**src/rtl/txrx_seq_pkg.sv**
```systemverilog
// Shared definitions for the transceiver sequencer: bus widths, channel index
// width and the transceiver register address map.
package txrx_seq_pkg;

  localparam int TXRX_ADDR_W = 8;
  localparam int CH_IDX_W    = 6;

  localparam logic [TXRX_ADDR_W-1:0] TXRX_AA           = 8'h00;
  localparam logic [TXRX_ADDR_W-1:0] TXRX_CH_IDX       = 8'h04;
  localparam logic [TXRX_ADDR_W-1:0] TXRX_TX_EN        = 8'h08;
  localparam logic [TXRX_ADDR_W-1:0] TXRX_TX_DATA      = 8'h0C;
  localparam logic [TXRX_ADDR_W-1:0] TXRX_TX_START     = 8'h10;
  localparam logic [TXRX_ADDR_W-1:0] TXRX_TX_READY     = 8'h14;
  localparam logic [TXRX_ADDR_W-1:0] TXRX_RX_EN        = 8'h18;
  localparam logic [TXRX_ADDR_W-1:0] TXRX_DEMOD_EN     = 8'h1C;
  localparam logic [TXRX_ADDR_W-1:0] TXRX_RX_START     = 8'h20;
  localparam logic [TXRX_ADDR_W-1:0] TXRX_RX_AA_FOUND  = 8'h24;
  localparam logic [TXRX_ADDR_W-1:0] TXRX_RX_DATA      = 8'h28;
  localparam logic [TXRX_ADDR_W-1:0] TXRX_RX_CRC_VALID = 8'h2C;

endpackage

```
**src/rtl/txrx_seq_bus.sv**
```systemverilog
// Single-access bus initiator. Handshake: m_valid rises with address, wdata and
// wstrb held stable; the access completes on the first cycle with m_ready=1,
// where m_rdata is captured, m_valid drops and done_o pulses on the next cycle.
module txrx_seq_bus
  import txrx_seq_pkg::*;
(
  input  logic                   clk,
  input  logic                   rst,
  input  logic                   req_i,
  input  logic                   we_i,
  input  logic [TXRX_ADDR_W-1:0] addr_i,
  input  logic [31:0]            wdata_i,
  output logic                   done_o,
  output logic [31:0]            rdata_o,
  output logic                   m_valid,
  output logic [TXRX_ADDR_W-1:0] m_address,
  output logic [31:0]            m_wdata,
  output logic                   m_wstrb,
  input  logic [31:0]            m_rdata,
  input  logic                   m_ready
);

  logic                   m_valid_q;
  logic [TXRX_ADDR_W-1:0] addr_q;
  logic [31:0]            wdata_q;
  logic                   wstrb_q;
  logic [31:0]            rdata_q;
  logic                   done_q;

  always_ff @(posedge clk or negedge rst) begin
    if (!rst) begin
      m_valid_q <= 1'b0;
      addr_q    <= '0;
      wdata_q   <= '0;
      wstrb_q   <= 1'b0;
      rdata_q   <= '0;
      done_q    <= 1'b0;
    end else begin
      done_q <= 1'b0;
      if (m_valid_q) begin
        if (m_ready) begin
          m_valid_q <= 1'b0;
          rdata_q   <= m_rdata;
          done_q    <= 1'b1;
        end
      end else if (req_i) begin
        // A request is only honoured from an idle bus, so m_valid is always
        // low for at least one cycle between accesses.
        m_valid_q <= 1'b1;
        addr_q    <= addr_i;
        wdata_q   <= we_i ? wdata_i : '0;
        wstrb_q   <= we_i;
      end
    end
  end

  assign m_valid   = m_valid_q;
  assign m_address = addr_q;
  assign m_wdata   = wdata_q;
  assign m_wstrb   = wstrb_q;
  assign rdata_o   = rdata_q;
  assign done_o    = done_q;

endmodule

```
**src/rtl/txrx_seq.sv**
```systemverilog
// Transceiver packet sequencer: configures access address and channel, then
// runs the TX or RX register sequence over a single bus initiator.
module txrx_seq
  import txrx_seq_pkg::*;
#(
  parameter int LEN_W    = 6,
  parameter int POLL_MAX = 1000
) (
  input  logic                   clk,
  input  logic                   rst,
  input  logic                   cmd_valid,
  input  logic                   cmd_tx,
  input  logic [LEN_W-1:0]       cmd_len,
  input  logic [31:0]            cmd_aa,
  input  logic [CH_IDX_W-1:0]    cmd_ch,
  input  logic [7:0]             din,
  input  logic                   din_valid,
  output logic                   din_ready,
  output logic [7:0]             dout,
  output logic                   dout_valid,
  input  logic                   dout_ready,
  output logic                   m_valid,
  output logic [TXRX_ADDR_W-1:0] m_address,
  output logic [31:0]            m_wdata,
  output logic                   m_wstrb,
  input  logic [31:0]            m_rdata,
  input  logic                   m_ready,
  output logic                   busy,
  output logic                   done,
  output logic                   crc_ok,
  output logic                   timeout,
  output logic [4:0]             dbg_state
);

  localparam int PW = $clog2(POLL_MAX + 1);
  localparam logic [PW-1:0] POLL_LAST = PW'(POLL_MAX - 1);

  typedef enum logic [4:0] {
    S_IDLE, S_CFG_AA, S_CFG_CH,
    S_TX_EN_ON, S_TX_DATA, S_TX_START1, S_TX_START0, S_TX_POLL, S_TX_EN_OFF,
    S_RX_EN_ON, S_DEMOD_ON, S_RX_START1, S_RX_START0, S_RX_POLL, S_RX_DATA,
    S_RX_CRC, S_DEMOD_OFF, S_RX_EN_OFF, S_DONE
  } state_t;

  state_t                state_q;
  logic                  wait_q, req_q, tx_q;
  logic [LEN_W-1:0]      cnt_q;
  logic [PW-1:0]         poll_q;
  logic [31:0]           aa_q;
  logic [CH_IDX_W-1:0]   ch_q;
  logic [7:0]            byte_q, dout_q;
  logic                  din_ready_q, dout_valid_q;
  logic                  busy_q, done_q, crc_ok_q, timeout_q;

  logic                   acc_we;
  logic [TXRX_ADDR_W-1:0] acc_addr;
  logic [31:0]            acc_wdata;
  logic                   bus_done;
  logic [31:0]            bus_rdata;
  logic                   unused_rdata;

  assign unused_rdata = ^bus_rdata[31:8];

  // Every busy state is one bus access; the state alone selects its target.
  always_comb begin
    acc_we    = 1'b1;
    acc_addr  = TXRX_AA;
    acc_wdata = '0;
    case (state_q)
      S_CFG_AA:    acc_wdata = aa_q;
      S_CFG_CH:    begin acc_addr = TXRX_CH_IDX;   acc_wdata = 32'(ch_q);         end
      S_TX_EN_ON:  begin acc_addr = TXRX_TX_EN;    acc_wdata = 32'd1;             end
      S_TX_DATA:   begin acc_addr = TXRX_TX_DATA;  acc_wdata = {24'd0, byte_q};   end
      S_TX_START1: begin acc_addr = TXRX_TX_START; acc_wdata = 32'd1;             end
      S_TX_START0: acc_addr = TXRX_TX_START;
      S_TX_POLL:   begin acc_addr = TXRX_TX_READY; acc_we = 1'b0;                 end
      S_TX_EN_OFF: acc_addr = TXRX_TX_EN;
      S_RX_EN_ON:  begin acc_addr = TXRX_RX_EN;    acc_wdata = 32'd1;             end
      S_DEMOD_ON:  begin acc_addr = TXRX_DEMOD_EN; acc_wdata = 32'd1;             end
      S_RX_START1: begin acc_addr = TXRX_RX_START; acc_wdata = 32'd1;             end
      S_RX_START0: acc_addr = TXRX_RX_START;
      S_RX_POLL:   begin acc_addr = TXRX_RX_AA_FOUND;  acc_we = 1'b0;             end
      S_RX_DATA:   begin acc_addr = TXRX_RX_DATA;      acc_we = 1'b0;             end
      S_RX_CRC:    begin acc_addr = TXRX_RX_CRC_VALID; acc_we = 1'b0;             end
      S_DEMOD_OFF: acc_addr = TXRX_DEMOD_EN;
      S_RX_EN_OFF: acc_addr = TXRX_RX_EN;
      default: ;
    endcase
  end

  always_ff @(posedge clk or negedge rst) begin
    if (!rst) begin
      state_q      <= S_IDLE;
      wait_q       <= 1'b0;
      req_q        <= 1'b0;
      tx_q         <= 1'b0;
      cnt_q        <= '0;
      poll_q       <= '0;
      aa_q         <= '0;
      ch_q         <= '0;
      byte_q       <= '0;
      dout_q       <= '0;
      din_ready_q  <= 1'b0;
      dout_valid_q <= 1'b0;
      busy_q       <= 1'b0;
      done_q       <= 1'b0;
      crc_ok_q     <= 1'b0;
      timeout_q    <= 1'b0;
    end else begin
      req_q  <= 1'b0;
      done_q <= 1'b0;
      if (dout_valid_q && dout_ready) dout_valid_q <= 1'b0;
      case (state_q)
        S_IDLE: if (cmd_valid) begin
          tx_q      <= cmd_tx;
          cnt_q     <= cmd_len;
          aa_q      <= cmd_aa;
          ch_q      <= cmd_ch;
          crc_ok_q  <= 1'b0;
          timeout_q <= 1'b0;
          busy_q    <= 1'b1;
          wait_q    <= 1'b0;
          state_q   <= S_CFG_AA;
        end
        S_DONE: begin
          busy_q  <= 1'b0;
          state_q <= S_IDLE;
        end
        default: if (!wait_q) begin
          if (state_q == S_TX_DATA) begin
            if (din_ready_q && din_valid) begin
              byte_q      <= din;
              din_ready_q <= 1'b0;
              req_q       <= 1'b1;
              wait_q      <= 1'b1;
            end else begin
              din_ready_q <= 1'b1;
            end
          end else if (!(((state_q == S_RX_DATA) || (state_q == S_RX_CRC)) && dout_valid_q)) begin
            // RX reads hold off until the previous byte has been taken.
            req_q  <= 1'b1;
            wait_q <= 1'b1;
          end
        end else if (bus_done) begin
          wait_q <= 1'b0;
          case (state_q)
            S_CFG_AA:    state_q <= S_CFG_CH;
            S_CFG_CH:    state_q <= tx_q ? S_TX_EN_ON : S_RX_EN_ON;
            S_TX_EN_ON:  state_q <= (cnt_q == '0) ? S_TX_START1 : S_TX_DATA;
            S_TX_DATA: begin
              cnt_q <= cnt_q - 1'b1;
              if (cnt_q == LEN_W'(1)) state_q <= S_TX_START1;
            end
            S_TX_START1: state_q <= S_TX_START0;
            S_TX_START0: begin poll_q <= '0; state_q <= S_TX_POLL; end
            S_TX_POLL: begin
              if (bus_rdata[0]) state_q <= S_TX_EN_OFF;
              else if (poll_q == POLL_LAST) begin timeout_q <= 1'b1; state_q <= S_TX_EN_OFF; end
              else poll_q <= poll_q + 1'b1;
            end
            S_TX_EN_OFF: begin done_q <= 1'b1; state_q <= S_DONE; end
            S_RX_EN_ON:  state_q <= S_DEMOD_ON;
            S_DEMOD_ON:  state_q <= S_RX_START1;
            S_RX_START1: state_q <= S_RX_START0;
            S_RX_START0: begin poll_q <= '0; state_q <= S_RX_POLL; end
            S_RX_POLL: begin
              if (bus_rdata[0]) state_q <= (cnt_q == '0) ? S_RX_CRC : S_RX_DATA;
              else if (poll_q == POLL_LAST) begin timeout_q <= 1'b1; state_q <= S_DEMOD_OFF; end
              else poll_q <= poll_q + 1'b1;
            end
            S_RX_DATA: begin
              dout_q       <= bus_rdata[7:0];
              dout_valid_q <= 1'b1;
              cnt_q        <= cnt_q - 1'b1;
              if (cnt_q == LEN_W'(1)) state_q <= S_RX_CRC;
            end
            S_RX_CRC:    begin crc_ok_q <= bus_rdata[0]; state_q <= S_DEMOD_OFF; end
            S_DEMOD_OFF: state_q <= S_RX_EN_OFF;
            S_RX_EN_OFF: begin done_q <= 1'b1; state_q <= S_DONE; end
            default:     state_q <= S_IDLE;
          endcase
        end
      endcase
    end
  end

  txrx_seq_bus u_bus (
    .clk       (clk),
    .rst       (rst),
    .req_i     (req_q),
    .we_i      (acc_we),
    .addr_i    (acc_addr),
    .wdata_i   (acc_wdata),
    .done_o    (bus_done),
    .rdata_o   (bus_rdata),
    .m_valid   (m_valid),
    .m_address (m_address),
    .m_wdata   (m_wdata),
    .m_wstrb   (m_wstrb),
    .m_rdata   (m_rdata),
    .m_ready   (m_ready)
  );

  assign din_ready  = din_ready_q;
  assign dout       = dout_q;
  assign dout_valid = dout_valid_q;
  assign busy       = busy_q;
  assign done       = done_q;
  assign crc_ok     = crc_ok_q;
  assign timeout    = timeout_q;
  assign dbg_state  = state_q;

endmodule
```
**config.mk**
```make
export PLATFORM = sky130hd
export DESIGN_NAME = txrx_seq
export DESIGN_NICKNAME = d
export VERILOG_FILES = /design/src/rtl/txrx_seq_pkg.sv /design/src/rtl/txrx_seq_bus.sv /design/src/rtl/txrx_seq.sv
export SDC_FILE = /design/constraint.sdc
export NUM_CORES = 1
export LEC_CHECK = 0
export ABC_AREA = 1
export BUFFER_PORTS_ARGS = -buffer_cell sky130_fd_sc_hd__buf_2
export CORE_MARGIN = 4
export CORE_UTILIZATION = 46
export DETAILED_ROUTE_END_ITERATION = 16
export PLACE_DENSITY = 0.72
export SYNTH_ARGS = -nofsm -noshare
export SYNTH_HDL_FRONTEND = slang
export SYNTH_SLANG_ARGS = --single-unit
export TNS_END_PERCENT = 5
```
**constraint.sdc**
```tcl
create_clock -name clk -period 2.1 [get_ports clk]
set_clock_uncertainty 0.05 [all_clocks]
set_input_delay 0.105 -clock clk [delete_from_list [all_inputs] [get_ports clk]]
set_output_delay 0.105 -clock clk [all_outputs]
set_load 0.01 [all_outputs]
```
==> qor.yml, run 1 <==
global_route:
  grt_pass1_vias: 5452
  track_usage: 0.225
  grt_pass1_wl_um: 26700
  antenna_found_initial: 0
  overflow: 0
  grt_max_degree: 53
worst_setup_path:
  critPathCaptureType: "register"
  cp-start-kind: "register"
  r2r_end: "aa_q[25]"
  crit_required_ns: 2.36
  crit_type: "register to register"
  worstPathArrival_ns: 2.13
  r2r_cells: 9
  reg2reg_from: "dbg_state[4]"
  rrSetupSlack_ns: 0.23
  crit_path_max_fanout: 19
  crit_path_end: "aa_q[25]"
  crit_start: "dbg_state[4]"
synth:
  syn_area_per_cell_um2: 8.24
  synth.largest_area_cell: "dfrtp_1"
  async_reset_ff_frac: 1.00
  synth_top_area_share: 0.529
  synth.ff_latch_count: 131
  synthesis.area_um2: 6200
  synth-seq-area-share: 0.529
  synth.distinct_cells: 36
  ys_warn_count: 0
  synth-edff-count: 0
  ys_top_cells_by_area: "dfrtp_1, nand2_1, o21ai_0, nand3_1, inv_1"
  synthFlopType: "dfrtp_1"
  synthCells: 753
placement:
  dp_cells: 1041
  hpwl_um: 10500
  io_buffers: 123
  place.gp.congestion: 0.900
cells_and_area:
  antenna_cells: 0
  layout.cells.non_filler: 1135
  final_util: 0.624
  layout_common_cells: "nand2_1, dfrtp_1, buf_2, dlygate4sd3_1, inv_1"
  final_common_cell: "nand2_1"
  drive_above_1_share: 0.226
  final_nets: 1043
  area_growth_pct: 33.3
  multiInputGateArea_um2: 2480
  fillers: 1144
  register_area_um2: 3280
floorplanning:
  rows: 42
  core_region_area_um2: 13200
  start_util: 0.468
  die_y_um: 124
  fp.dieW_um: 124
  io_pins: 152
  dieArea_um2: 15400
routing:
  first_pass_iters: 5
  drt_iter0_markers: 424
  post-route-drc-count: 0
  wl_um: 16500
  vias_per_cell: 4.98
  vias: 5650
  wl_per_cell_um: 14.5
  ant_nets: 0
timing:
  fin_crit_sh: 0.891
  relSlewSlack: 0.665
  finalHoldViolCount: 0
  whs_ns: 0.104
  fmax_mhz: 535
  setup_viol: 0
  slew_violations: 0
  worst_slew_pin_slew_ns: 0.503
  min_period_ns: 1.87
  rsz0062_at_grt: "no"
  setup_tns_ns: 0
clock_network:
  clock_sinks: 131
  cts_setup_buffers: 0
  cts_root_buf: "clkbuf_16"
  cts_buffer_depth: 2
  ctsHtreeMaxLevel: 4
  clkTransAtPathRegs_ns: 0.06
  cts-buffers-inserted: 17
  clock_latency_ns: 0.42
  cts_tree: "built"
status:
  status: "finished, final reports clean"
flow_run:
  max_cap_violations: 0
worst_hold_path:
  hp-class: "primary input to register"
power:
  ir_drop_mv: 0.768
  p_per_area_nw_per_um2: 1350
  p_total_uw: 11100
  p_leak_uw: 0.00437
## logic make-up after synthesis
| group | Yosys count | synth area share |
|---|---|---|
| adders and majority gates | 4 | 0.00807 |
| buffers and inverters | 98 | 0.0742 |
| AOI/OAI and AO/OA | 92 | 0.0817 |
| other | 1 | 0.000605 |
| xor gates and xnor gates | 8 | 0.0113 |
| DFF | 131 | 0.529 |
| and+or+nand+nor | 419 | 0.296 |
## metrics by stage
| stage | instance area [um^2] | setup WS [ns] |
|---|---|---|
| after floorplan | 6210 | 0.404 |
| after global placement | 7030 | 0.244 |
| after detailed placement | 7030 | 0.192 |
| after CTS | 8260 | 0.191 |
| after global routing | 8270 | 0.0628 |
| final | 8270 | 0.230 |
## registers in the layout, indices dropped and copies added, names as in the netlist, 5 cells and up
name           flops
dout               8
cnt_q              6
u_bus.rdata_o      8
poll_q            10
dbg_state          5
byte_q             8
aa_q              32
ch_q               6
u_bus.m_wdata     32
## power by group
group          switching (uW)  total (uW)  internal (uW)
logic                    2590        4110           1520
registers                 565        4070           3510
clock network            1110        2960           1860
## synth_stat cells (6+ instances only)
master / number
nand3_1: 45
nand2_2: 7
nor2_4: 7
o21ai_1: 14
clkbuf_1: 11
nand4_1: 8
buf_2: 6
xor2_1: 8
nor3_1: 7
inv_1: 58
o21ai_2: 7
dfrtp_1: 131
inv_2: 6
buf_4: 7
nand2_1: 293
o21ai_0: 51
nor2_1: 34
a21oi_1: 11
## worst min-delay path by stage
| stage | startpoint | to | slack, ns | depth (start not counted) |
|---|---|---|---|---|
| 2_1_floorplan | rst | aa_q[0] | -0.24 | 0 |
| 3_3_place_gp | rst | cnt_q[0] | 0.05 | 1 |
| 3_5_place_dp | rst | cnt_q[0] | 0.05 | 1 |
| 4_1_cts | din_valid | req_q | 0.1 | 5 |
| 5_1_grt | din_valid | byte_q[0] | 0.14 | 6 |
| 6_report | din_valid | req_q | 0.10 | 5 |
## critical path: stages (launching register included)
cell,delay (ns)
dfrtp_1,0.49
nor2_2,0.23
nand2_4,0.11
nor2_8,0.13
inv_4,0.05
nor2_4,0.11
inv_1,0.24
buf_12,0.25
nand2_1,0.06
nand2_1,0.05
## per-layer routing
layer / track usage / wire, um / vias to the layer above
met5: 0 / 0 / -
met4: 0.0719 / 352 / 0
met3: 0.0559 / 954 / 30
met2: 0.371 / 8220 / 185
met1: 0.292 / 6980 / 2682
li1: - / - / 2753
## cell type report
type / instances / share of cell area
multi-input combinational: 527 / 0.300
inverter: 67 / 0.0310
sequential: 131 / 0.397
tap: 176 / 0.0266
clock inverter: 12 / 0.0192
clock buffer: 18 / 0.0519
timing repair buffer: 204 / 0.175
## timing repair
action                                  4_1_cts  5_1_grt
resized for setup                             0        1
hold buffers                                 64        0
endpoints found under the hold margin       112        0
endpoints found under the setup margin        0        1
Power figures use the tool's default switching activity.
==> run 2: changes to the inputs <==
--- a/config.mk
+++ b/config.mk
@@ -7,7 +7,6 @@
 export LEC_CHECK = 0
 export ABC_AREA = 1
 export BUFFER_PORTS_ARGS = -buffer_cell sky130_fd_sc_hd__buf_2
-export CORE_MARGIN = 4
 export CORE_UTILIZATION = 46
 export DETAILED_ROUTE_END_ITERATION = 16
 export PLACE_DENSITY = 0.72
==> constraint.sdc (replaced) <==
create_clock -name clk -period 2.2 [get_ports clk]
set_clock_uncertainty 0.05 [all_clocks]
set_input_delay 0.11 -clock clk [delete_from_list [all_inputs] [get_ports clk]]
set_output_delay 0.11 -clock clk [all_outputs]
set_load 0.01 [all_outputs]
==> run 2 against run 1 <==
Compared with the run above:
- clock power is 1% lower
- register-to-register slack barely moved
- sequential power decreased by 5%
- first-iteration DRC count is 11% lower
- design area hardly changed
- combinational power decreased by 6.3%
- total power down 4.5%
- hold slack worse by 0.022 ns
- flip-flop and latch count unchanged
- sequential share of layout area hardly changed
- largest cell class unchanged
==> qor.yml, run 2 (synthesis results as in run 1) <==
global_route:
  track_usage: 0.242  # +0.0178
  grt_max_degree: 50  # -5.7%
  grt_pass1_wl_um: 26400  # -0.78%
  gr-usage-met2: 0.390  # +0.0192
  use_met3: 0.0518  # -0.00402
  grt_pass1_vias: 5361  # -1.7%
  grt.busiest_layer: "met2"
  use_met1: 0.315  # +0.0230
  overflow: 0  # unchanged
  antenna_found_initial: 0  # unchanged
placement:
  io_buffers: 123  # unchanged
  place.gp.congestion: 0.859  # -4.6%
  hpwl_um: 10200  # -3.4%
cells_and_area:
  layout_common_cells: "nand2_1, dfrtp_1, buf_2, dlygate4sd3_1, inv_1"
  final_common_cell: "nand2_1"
  antenna_cells: 0  # unchanged
  fillers: 1156  # +1.0%
  area_growth_pct: 33.3  # about the same
  drive_above_1_share: 0.227  # +0.000236
  final_nets: 1040  # -0.29%
clock_network:
  cts-buffers-inserted: 17  # unchanged
  clock_sinks: 131  # unchanged
  cts_tree: "built"
  cts_buffer_depth: 2  # unchanged
  cts_root_buf: "clkbuf_16"
  ctsHtreeMaxLevel: 4  # unchanged
  clkTransAtPathRegs_ns: 0.06  # about the same
  clock_latency_ns: 0.43  # about the same
  cts_resized: 0  # unchanged
timing:
  setup_tns_ns: 0  # unchanged
  whs_ns: 0.0825  # -0.0220 ns
  slew_violations: 0  # unchanged
  finalHoldViolCount: 0  # unchanged
  min_period_ns: 1.96  # +0.0853 ns
  rsz0062_at_grt: "no"
  fin_crit_sh: 0.889  # -0.00172
  fmax_mhz: 511  # -4.4%
  setup_viol: 0  # unchanged
worst_setup_path:
  critPathCaptureType: "register"
  worstPathArrival_ns: 2.22  # +0.09 ns
  r2r_cells: 9  # unchanged
  rrSetupSlack_ns: 0.24  # about the same
  crit_path_max_fanout: 31  # +12
  crit_type: "register to register"
  r2r_end: "ch_q[2]"
  reg2reg_from: "dbg_state[4]"
  cp-start-kind: "register"
  crit_required_ns: 2.47  # +0.11 ns
floorplanning:
  fp.dieW_um: 118  # -4.8%
  start_util: 0.470  # +0.00187
  core_region_area_um2: 13200  # -0.40%
  dieArea_um2: 14000  # -9.4%
  io_pins: 152  # unchanged
  die_y_um: 118  # -4.8%
  rows: 42  # unchanged
worst_hold_path:
  hold_path_depth: 5  # unchanged
  hp-class: "primary input to register"
  min-delay-start: "din_valid"
  whs_endpoint: "req_q"
routing:
  wl_um: 15600  # -5.6%
  vias: 5515  # -2.4%
  ant_nets: 0  # unchanged
  wl_per_cell_um: 13.7  # -5.5%
  post-route-drc-count: 0  # unchanged
  vias_per_cell: 4.86  # -2.3%
  drt_iter0_markers: 378  # -11%
  first_pass_iters: 5  # unchanged
status:
  status: "finished, final reports clean"
power:
  p_leak_uw: 0.00436  # -0.15%
  p_total_uw: 10600  # -4.5%
  p_per_area_nw_per_um2: 1290  # -4.5%
  ir_drop_mv: 0.695  # -9.5%
flow_run:
  max_cap_violations: 0  # unchanged
==> run 2: worst max-delay path, cell delays in order (launching register included) <==
cell and delay, ns:
dfrtp_1 0.49, nor2_2 0.22, nand2_4 0.10, nor2_8 0.23, inv_4 0.12, nor2_4 0.13
inv_1 0.07, buf_4 0.24, nand2_1 0.11, nand2_1 0.06
==> run 2: cell type report <==
type / instances / area [um^2] / area share
Timing Repair Buffer: 201 / 1420 / 0.171
Inverter: 67 / 256 / 0.0310
Multi-Input combinational cell: 527 / 2480 / 0.300
Sequential cell: 131 / 3280 / 0.396
Clock inverter: 14 / 179 / 0.0216
Tap cell: 176 / 220 / 0.0266
Clock buffer: 18 / 439 / 0.0531
==> run 2: metal layers <==
metal	vias up	wire, um
li1	2756	-
met1	2575	7000
met2	164	7530
met3	20	751
met4	0	297
met5	-	0
==> run 2: how the worst max path moves through the flow <==
stage | from | endpoint | slack [ns] | cells past startpoint
2_1_floorplan | dbg_state[1] | byte_q[6] | 0.50 | 13
3_3_place_gp | dbg_state[4] | ch_q[3] | 0.32 | 9
3_5_place_dp | dbg_state[4] | aa_q[25] | 0.26 | 9
4_1_cts | dbg_state[4] | aa_q[8] | 0.24 | 9
5_1_grt | dbg_state[4] | ch_q[2] | 0.12 | 9
6_report | dbg_state[4] | ch_q[2] | 0.24 | 9
==> run 2: power by group <==
part / switching (uW) / internal (uW)
Combinational: 2440 / 1410
Sequential: 526 / 3350
Clock: 1100 / 1820
Total: 4060 / 6580
==> run 2: what timing repair did <==
item | 4_1_cts | 5_1_grt
buffers inserted | 0 | 0
hold endpoints to repair | 151 | 0
hold buffers | 64 | 0
==> run 2: metrics by stage <==
| stage | worst slack [ns] | area (um^2) | util | std cells |
|---|---|---|---|---|
| after floorplan | 0.504 | 6210 | - | 756 |
| after global placement | 0.320 | 7010 | 0.532 | 1038 |
| after detailed placement | 0.264 | 7010 | 0.532 | 1038 |
| after CTS | 0.240 | 8270 | 0.627 | 1134 |
| after global routing | 0.119 | 8270 | 0.627 | 1134 |
| final | 0.244 | 8270 | 0.627 | 1134 |
